===== src/rtl/regfile_wport_arb_pkg.sv =====
// Shared register-file defines and the write-port arbiter state encodings.
package regfile_wport_arb_pkg;

    typedef logic [4:0]  RegAddrBus;
    typedef logic [31:0] RegBus;

    localparam RegBus ZeroWord    = 32'h0000_0000;
    localparam logic  WriteEnable = 1'b1;
    localparam logic  RstEnable   = 1'b1;

    typedef enum logic [1:0] {
        IDLE  = 2'd0,
        PEND  = 2'd1,
        STEAL = 2'd2
    } arb_state_t;

endpackage


===== src/rtl/regfile_wport_arb_if.sv =====
// Requester and register-file write-port signals of the write-port arbiter.
interface regfile_wport_arb_if;
    import regfile_wport_arb_pkg::*;

    // Handshakes: a divider result transfers on a cycle with div_valid && div_ready;
    // a debug write transfers on a cycle with dbg_valid && dbg_ready; wb_we has no
    // ready and is only held off by stall_req. Requests must stay stable until taken.
    logic      wb_we;
    RegAddrBus wb_waddr;
    RegBus     wb_wdata;
    logic      div_valid;
    RegAddrBus div_waddr;
    RegBus     div_wdata;
    logic      div_ready;
    logic      dbg_valid;
    RegAddrBus dbg_waddr;
    RegBus     dbg_wdata;
    logic      dbg_ready;
    logic      we;
    RegAddrBus waddr;
    RegBus     wdata;
    logic      stall_req;
    logic      div_pending;

    modport slave (
        input  wb_we, wb_waddr, wb_wdata,
        input  div_valid, div_waddr, div_wdata,
        output div_ready,
        input  dbg_valid, dbg_waddr, dbg_wdata,
        output dbg_ready,
        output we, waddr, wdata,
        output stall_req, div_pending
    );

    modport master (
        output wb_we, wb_waddr, wb_wdata,
        output div_valid, div_waddr, div_wdata,
        input  div_ready,
        output dbg_valid, dbg_waddr, dbg_wdata,
        input  dbg_ready,
        input  we, waddr, wdata,
        input  stall_req, div_pending
    );

endinterface


===== src/rtl/regfile_wport_arb.sv =====
// Shares the register-file write port between writeback, a buffered divider
// result and debug writes, with a starvation guard that steals one cycle.
module regfile_wport_arb
    import regfile_wport_arb_pkg::*;
#(
    parameter int STARVE_LIMIT = 4
) (
    input  logic                              clk,
    input  logic                              rst,
    regfile_wport_arb_if.slave                bus,
    output arb_state_t                        state,
    output logic [$clog2(STARVE_LIMIT+1)-1:0] starve_cnt
);

    localparam int CNT_W = $clog2(STARVE_LIMIT + 1);
    localparam logic [CNT_W-1:0] CNT_LIMIT = CNT_W'(STARVE_LIMIT);

    arb_state_t       state_q, state_d;
    logic [CNT_W-1:0] cnt_q, cnt_d;
    RegAddrBus        buf_addr;
    RegBus            buf_data;

    logic      stall, full, accept;
    logic      grant_wb, grant_buf, grant_dbg;
    RegAddrBus sel_addr;
    RegBus     sel_data;

    always_ff @(posedge clk) begin
        if (rst == RstEnable) begin
            state_q  <= IDLE;
            cnt_q    <= '0;
            buf_addr <= '0;
            buf_data <= ZeroWord;
        end else begin
            state_q <= state_d;
            cnt_q   <= cnt_d;
            if (accept) begin
                buf_addr <= bus.div_waddr;
                buf_data <= bus.div_wdata;
            end
        end
    end

    always_comb begin
        stall     = (state_q == STEAL);
        full      = (state_q != IDLE);
        accept    = !full && bus.div_valid;
        grant_wb  = 1'b0;
        grant_buf = 1'b0;
        grant_dbg = 1'b0;
        // During a steal the pipeline is frozen, so its write is re-presented later.
        if (stall)              grant_buf = 1'b1;
        else if (bus.wb_we)     grant_wb  = 1'b1;
        else if (full)          grant_buf = 1'b1;
        else if (bus.dbg_valid) grant_dbg = 1'b1;

        state_d = state_q;
        cnt_d   = cnt_q;
        case (state_q)
            IDLE: begin
                if (accept) state_d = PEND;
            end
            PEND: begin
                if (grant_buf) begin
                    state_d = IDLE;
                    cnt_d   = '0;
                end else begin
                    cnt_d = (cnt_q == CNT_LIMIT) ? cnt_q : cnt_q + CNT_W'(1);
                    if (cnt_d == CNT_LIMIT) state_d = STEAL;
                end
            end
            STEAL: begin
                state_d = IDLE;
                cnt_d   = '0;
            end
            default: begin
                state_d = IDLE;
                cnt_d   = '0;
            end
        endcase
    end

    always_comb begin
        sel_addr = '0;
        sel_data = ZeroWord;
        if (grant_wb) begin
            sel_addr = bus.wb_waddr;
            sel_data = bus.wb_wdata;
        end else if (grant_buf) begin
            sel_addr = buf_addr;
            sel_data = buf_data;
        end else if (grant_dbg) begin
            sel_addr = bus.dbg_waddr;
            sel_data = bus.dbg_wdata;
        end
    end

    // Register 0 is hardwired: the grant still consumes the request but no write occurs.
    always_comb begin
        bus.we          = (grant_wb || grant_buf || grant_dbg) && (sel_addr != '0);
        bus.waddr       = sel_addr;
        bus.wdata       = sel_data;
        bus.div_ready   = !full;
        bus.dbg_ready   = grant_dbg;
        bus.stall_req   = stall;
        bus.div_pending = full;
        if (rst == RstEnable) begin
            bus.we          = !WriteEnable;
            bus.waddr       = '0;
            bus.wdata       = ZeroWord;
            bus.div_ready   = 1'b0;
            bus.dbg_ready   = 1'b0;
            bus.stall_req   = 1'b0;
            bus.div_pending = 1'b0;
        end
    end

    assign state      = state_q;
    assign starve_cnt = cnt_q;

endmodule


===== src/flat_wrapper.sv =====
// flat-port wrapper written by rule: the top's interface ports become plain ports
module regfile_wport_arb_flat import regfile_wport_arb_pkg::*;
#(
    parameter int STARVE_LIMIT = 4
)
  (clk, rst, state, starve_cnt, bus_wb_we, bus_wb_waddr, bus_wb_wdata, bus_div_valid, bus_div_waddr, bus_div_wdata, bus_div_ready, bus_dbg_valid, bus_dbg_waddr, bus_dbg_wdata, bus_dbg_ready, bus_we, bus_waddr, bus_wdata, bus_stall_req, bus_div_pending);
  regfile_wport_arb_if bus_i ();
  input  logic clk;
  input  logic rst;
  output arb_state_t state;
  output logic [$clog2(STARVE_LIMIT+1)-1:0] starve_cnt;
  input wire logic [$bits(bus_i.wb_we)-1:0] bus_wb_we;
  input wire logic [$bits(bus_i.wb_waddr)-1:0] bus_wb_waddr;
  input wire logic [$bits(bus_i.wb_wdata)-1:0] bus_wb_wdata;
  input wire logic [$bits(bus_i.div_valid)-1:0] bus_div_valid;
  input wire logic [$bits(bus_i.div_waddr)-1:0] bus_div_waddr;
  input wire logic [$bits(bus_i.div_wdata)-1:0] bus_div_wdata;
  output wire logic [$bits(bus_i.div_ready)-1:0] bus_div_ready;
  input wire logic [$bits(bus_i.dbg_valid)-1:0] bus_dbg_valid;
  input wire logic [$bits(bus_i.dbg_waddr)-1:0] bus_dbg_waddr;
  input wire logic [$bits(bus_i.dbg_wdata)-1:0] bus_dbg_wdata;
  output wire logic [$bits(bus_i.dbg_ready)-1:0] bus_dbg_ready;
  output wire logic [$bits(bus_i.we)-1:0] bus_we;
  output wire logic [$bits(bus_i.waddr)-1:0] bus_waddr;
  output wire logic [$bits(bus_i.wdata)-1:0] bus_wdata;
  output wire logic [$bits(bus_i.stall_req)-1:0] bus_stall_req;
  output wire logic [$bits(bus_i.div_pending)-1:0] bus_div_pending;
  assign bus_i.wb_we = bus_wb_we;
  assign bus_i.wb_waddr = bus_wb_waddr;
  assign bus_i.wb_wdata = bus_wb_wdata;
  assign bus_i.div_valid = bus_div_valid;
  assign bus_i.div_waddr = bus_div_waddr;
  assign bus_i.div_wdata = bus_div_wdata;
  assign bus_div_ready = bus_i.div_ready;
  assign bus_i.dbg_valid = bus_dbg_valid;
  assign bus_i.dbg_waddr = bus_dbg_waddr;
  assign bus_i.dbg_wdata = bus_dbg_wdata;
  assign bus_dbg_ready = bus_i.dbg_ready;
  assign bus_we = bus_i.we;
  assign bus_waddr = bus_i.waddr;
  assign bus_wdata = bus_i.wdata;
  assign bus_stall_req = bus_i.stall_req;
  assign bus_div_pending = bus_i.div_pending;
  regfile_wport_arb #(.STARVE_LIMIT(STARVE_LIMIT)) u_core (.clk(clk), .rst(rst), .bus(bus_i), .state(state), .starve_cnt(starve_cnt));
endmodule

===== config.mk =====
export PLATFORM = sky130hd
export DESIGN_NAME = regfile_wport_arb_flat
export DESIGN_NICKNAME = d
export VERILOG_FILES = /design/src/rtl/regfile_wport_arb_pkg.sv /design/src/rtl/regfile_wport_arb_if.sv /design/src/rtl/regfile_wport_arb.sv /design/src/flat_wrapper.sv
export SDC_FILE = /design/constraint.sdc
export NUM_CORES = 1
export LEC_CHECK = 0
export CAP_MARGIN = 15
export CORE_MARGIN = 8
export CORE_UTILIZATION = 34
export DETAILED_ROUTE_END_ITERATION = 8
export PLACE_DENSITY = 0.83
export SLEW_MARGIN = 30
export SYNTH_ARGS = -nofsm -noshare
export SYNTH_HDL_FRONTEND = slang
export SYNTH_SLANG_ARGS = --single-unit

===== constraint.sdc =====
create_clock -name clk -period 4.1 [get_ports clk]
set_input_delay 1.23 -clock clk [delete_from_list [all_inputs] [get_ports clk]]
set_output_delay 1.23 -clock clk [all_outputs]
set_load 0.005 [all_outputs]

==> results.yml <==
worst_setup_path:
  startpoint_type: "primary input"
  cp_data_required_time_ns: 2.87
  arrival_ns: 2.75
  worst-path-max-fanout: 3
  cp_slowest_cell: "nor4b_4"
  path_cells: "dlygate4sd2_1 -> nor4b_4 -> buf_4 -> a222oi_1 -> o21bai_1 -> and4_1 -> a211oi_2 -> buf_2"
  worst-setup-path-type: "primary input to output pin"
  max_stage_delay_ns: 0.24
  critPathCaptureType: "output pin"
sta:
  hold_viol_final: 0
  rsz0062_at_grt: "no"
  holdWs_ns: 0.454
  period_share: 0.970
  period_needed_ns: 3.98
  finalMaxSlewViolations: 0
  max_slew_margin: 0.529
  skew_ns: 0.00530
  max_freq_ghz: 0.252
  setup_ws_ns: 0.125
  setup_viol: 0
  tightest_slew_ns: 0.707
  setup_tns_ns: 0
routing:
  first_iter_violations: 222
  dr.pass1.iters: 6
  wl_per_cell_um: 17.4
  vias: 2863
  met1_length_um: 3800
  viasPerCell: 5.29
  route.detailed.drc: 0
  dr_wl_met2_um: 4730
  wirelength_um: 9440
  detail-route-antenna-nets: 0
  highest_layer: "met4"
  wl_met3_um: 786
yosys:
  synthTopCellsByArea: "dfxtp_1 (38%), a222oi_1 (16%), nand2_1 (13%)"
  synth_fa_ha_area_frac: 0.0113
  synth-seq-cells: 42
  synth_compound_area_frac: 0.292
  synth-xor-area-share: 0
  synth_seq_area_share: 0.380
  synth_flop_cell: "dfxtp_1"
  synth.distinct_cells: 29
  ys_warn_count: 0
  avgSynthCellArea_um2: 7.40
  synth_area_um2: 2210
  synth_edf_count: 0
  post_synth_mux_area_share: 0
  synth_commonest_cells: "nand2_1 (78), a21oi_1 (42), dfxtp_1 (42), nor2_1 (42), a222oi_1 (36)"
  synthArstFlopShare: 0
  synth_most_common_cell: "nand2_1"
  syn_inst: 299
  synth_top_family_by_area: "compound AO/OA/AOI/OAI gates"
  netlist.area_leader.share: 0.380
  yosysTopAreaCell: "dfxtp_1"
  yosys.area_share.simple: 0.256
  synth_nets: 417
layout:
  multi_input_area_um2: 1250
  num_antenna_cells: 0
  seq_area_um2: 841
  finish.utilization: 0.651
  nFillCells: 559
  drive_above_1_share: 0.0884
  nNetsFinal: 583
  syn_to_final_growth_pct: 85.7
grt:
  grt_pass1_vias: 2972
  grt_pass1_wl_um: 15100
  grt_max_degree: 57
  antenna_found_initial: 0
  gr-total-overflow: 0
  grt_use_total: 0.189
power_and_ir_drop:
  leakage_nw: 1.68
  ir_worst_vdd_uv: 157
  power_density_nw_per_um2: 250
cts:
  cts-root-buf: "clkbuf_8"
  cts.clk_slew.worst_paths_ns: 0.07
  cts-buffers-inserted: 5
  insertion_delay_ns: 0.28
  clockBufferDepth: 2
  cts.sinks: 42
  h-tree-depth: 2
  cts_tree: "yes"
job:
  maxCapViolations: 0
placed_design:
  post-place-ws_ns: -0.451
  io_buffers: 162
  hpwlAfterDp_um: 7250
  globalplace.congestion: 0.903
floorplanning:
  io_pins: 163
  start_util: 0.351
  die_h_um: 96.7
  dieArea_um2: 9350
  rows: 29
  dieWidth_um: 96.7
  core_area_um2: 6310
hold_path:
  min_path_type: "flip-flop to flip-flop"
outcome:
  status: "finished, final reports clean"
-- critical path: cells and delay by family --
family / cells / cell delay, ns
AOI/OAI and AO/OA: 3 / 0.50
and+or+nand+nor: 2 / 0.45
buffers and inverters: 3 / 0.57
-- per-layer routing --
| layer | track usage | vias up |
|---|---|---|
| li1 | - | 1420 |
| met1 | 0.211 | 1315 |
| met2 | 0.338 | 118 |
| met3 | 0.0612 | 10 |
| met4 | 0.0402 | 0 |
| met5 | 0 | - |
-- metrics by stage --
step	power [mW]	area, µm²	cells
detailed placement	0.777	3960	526
global placement	0.770	3960	526
CTS	1.03	4110	541
global route	1.08	4110	541
finish	1.03	4110	541
floorplan	0.573	2210	299
-- timing repair --
| action | 4_1_cts | 5_1_grt |
|---|---|---|
| hold buffers | 0 | 0 |
| setup endpoints to repair | 39 | 2 |
| resized for setup | 60 | 2 |
| pin swaps | 14 | 2 |
| buffers inserted | 8 | 0 |
| gates cloned | 1 | 0 |
-- sequential cells by signal, summed over array words and instances (netlist names) --
name,cells
u_core.buf_addr,5
u_core.buf_data,32
u_core.state,2
u_core.starve_cnt,3
-- worst paths after layout --
check | startpoint | endpoint | slack (ns) | depth (start not counted)
max | bus_dbg_valid | bus_we | 0.12 | 8
min | u_core.buf_data[19] | u_core.buf_data[19] | 0.45 | 2
max reg2reg | u_core.state[0] | u_core.buf_data[10] | 2.04 | 5
min reg2reg | u_core.buf_data[19] | u_core.buf_data[19] | 0.45 | 2
-- report_power, final --
| group | internal (mW) | leakage (nW) | switching, mW |
|---|---|---|---|
| clock | 0.130 | 0.0431 | 0.128 |
| sequential | 0.431 | 0.345 | 0.0150 |
| combinational | 0.197 | 1.29 | 0.125 |
-- cell type report --
type,instances,share of cell area
repair buffers,188,0.445
multi-input cells,225,0.304
inverters,3,0.00274
flip-flops and latches,42,0.205
clock buffers,6,0.0201
well taps,77,0.0234
-- cell usage in the layout, fill, tap and decap left out, types with 2 or more instances in the layout --
master,instances
nor3_1,3
dlygate4sd2_1,34
nand3b_1,2
clkdlybuf4s50_1,121
a21oi_1,41
buf_12,2
nor2_1,42
buf_6,2
o21ai_1,2
buf_4,19
clkdlybuf4s15_2,2
a222oi_1,36
buf_8,2
inv_1,3
ha_1,2
dfxtp_1,42
clkbuf_8,6
buf_2,3
and2_1,3
nand2_1,78
o21bai_1,2
-- cell families after synthesis --
family                   count (synthesis)
AO/OA/AOI/OAI                           88
buffers and inverters                   32
AND/OR/NAND/NOR                        135
flip-flops                              42
adder cells (fa/ha/maj)                  2
(Power assumes the default switching activity.)
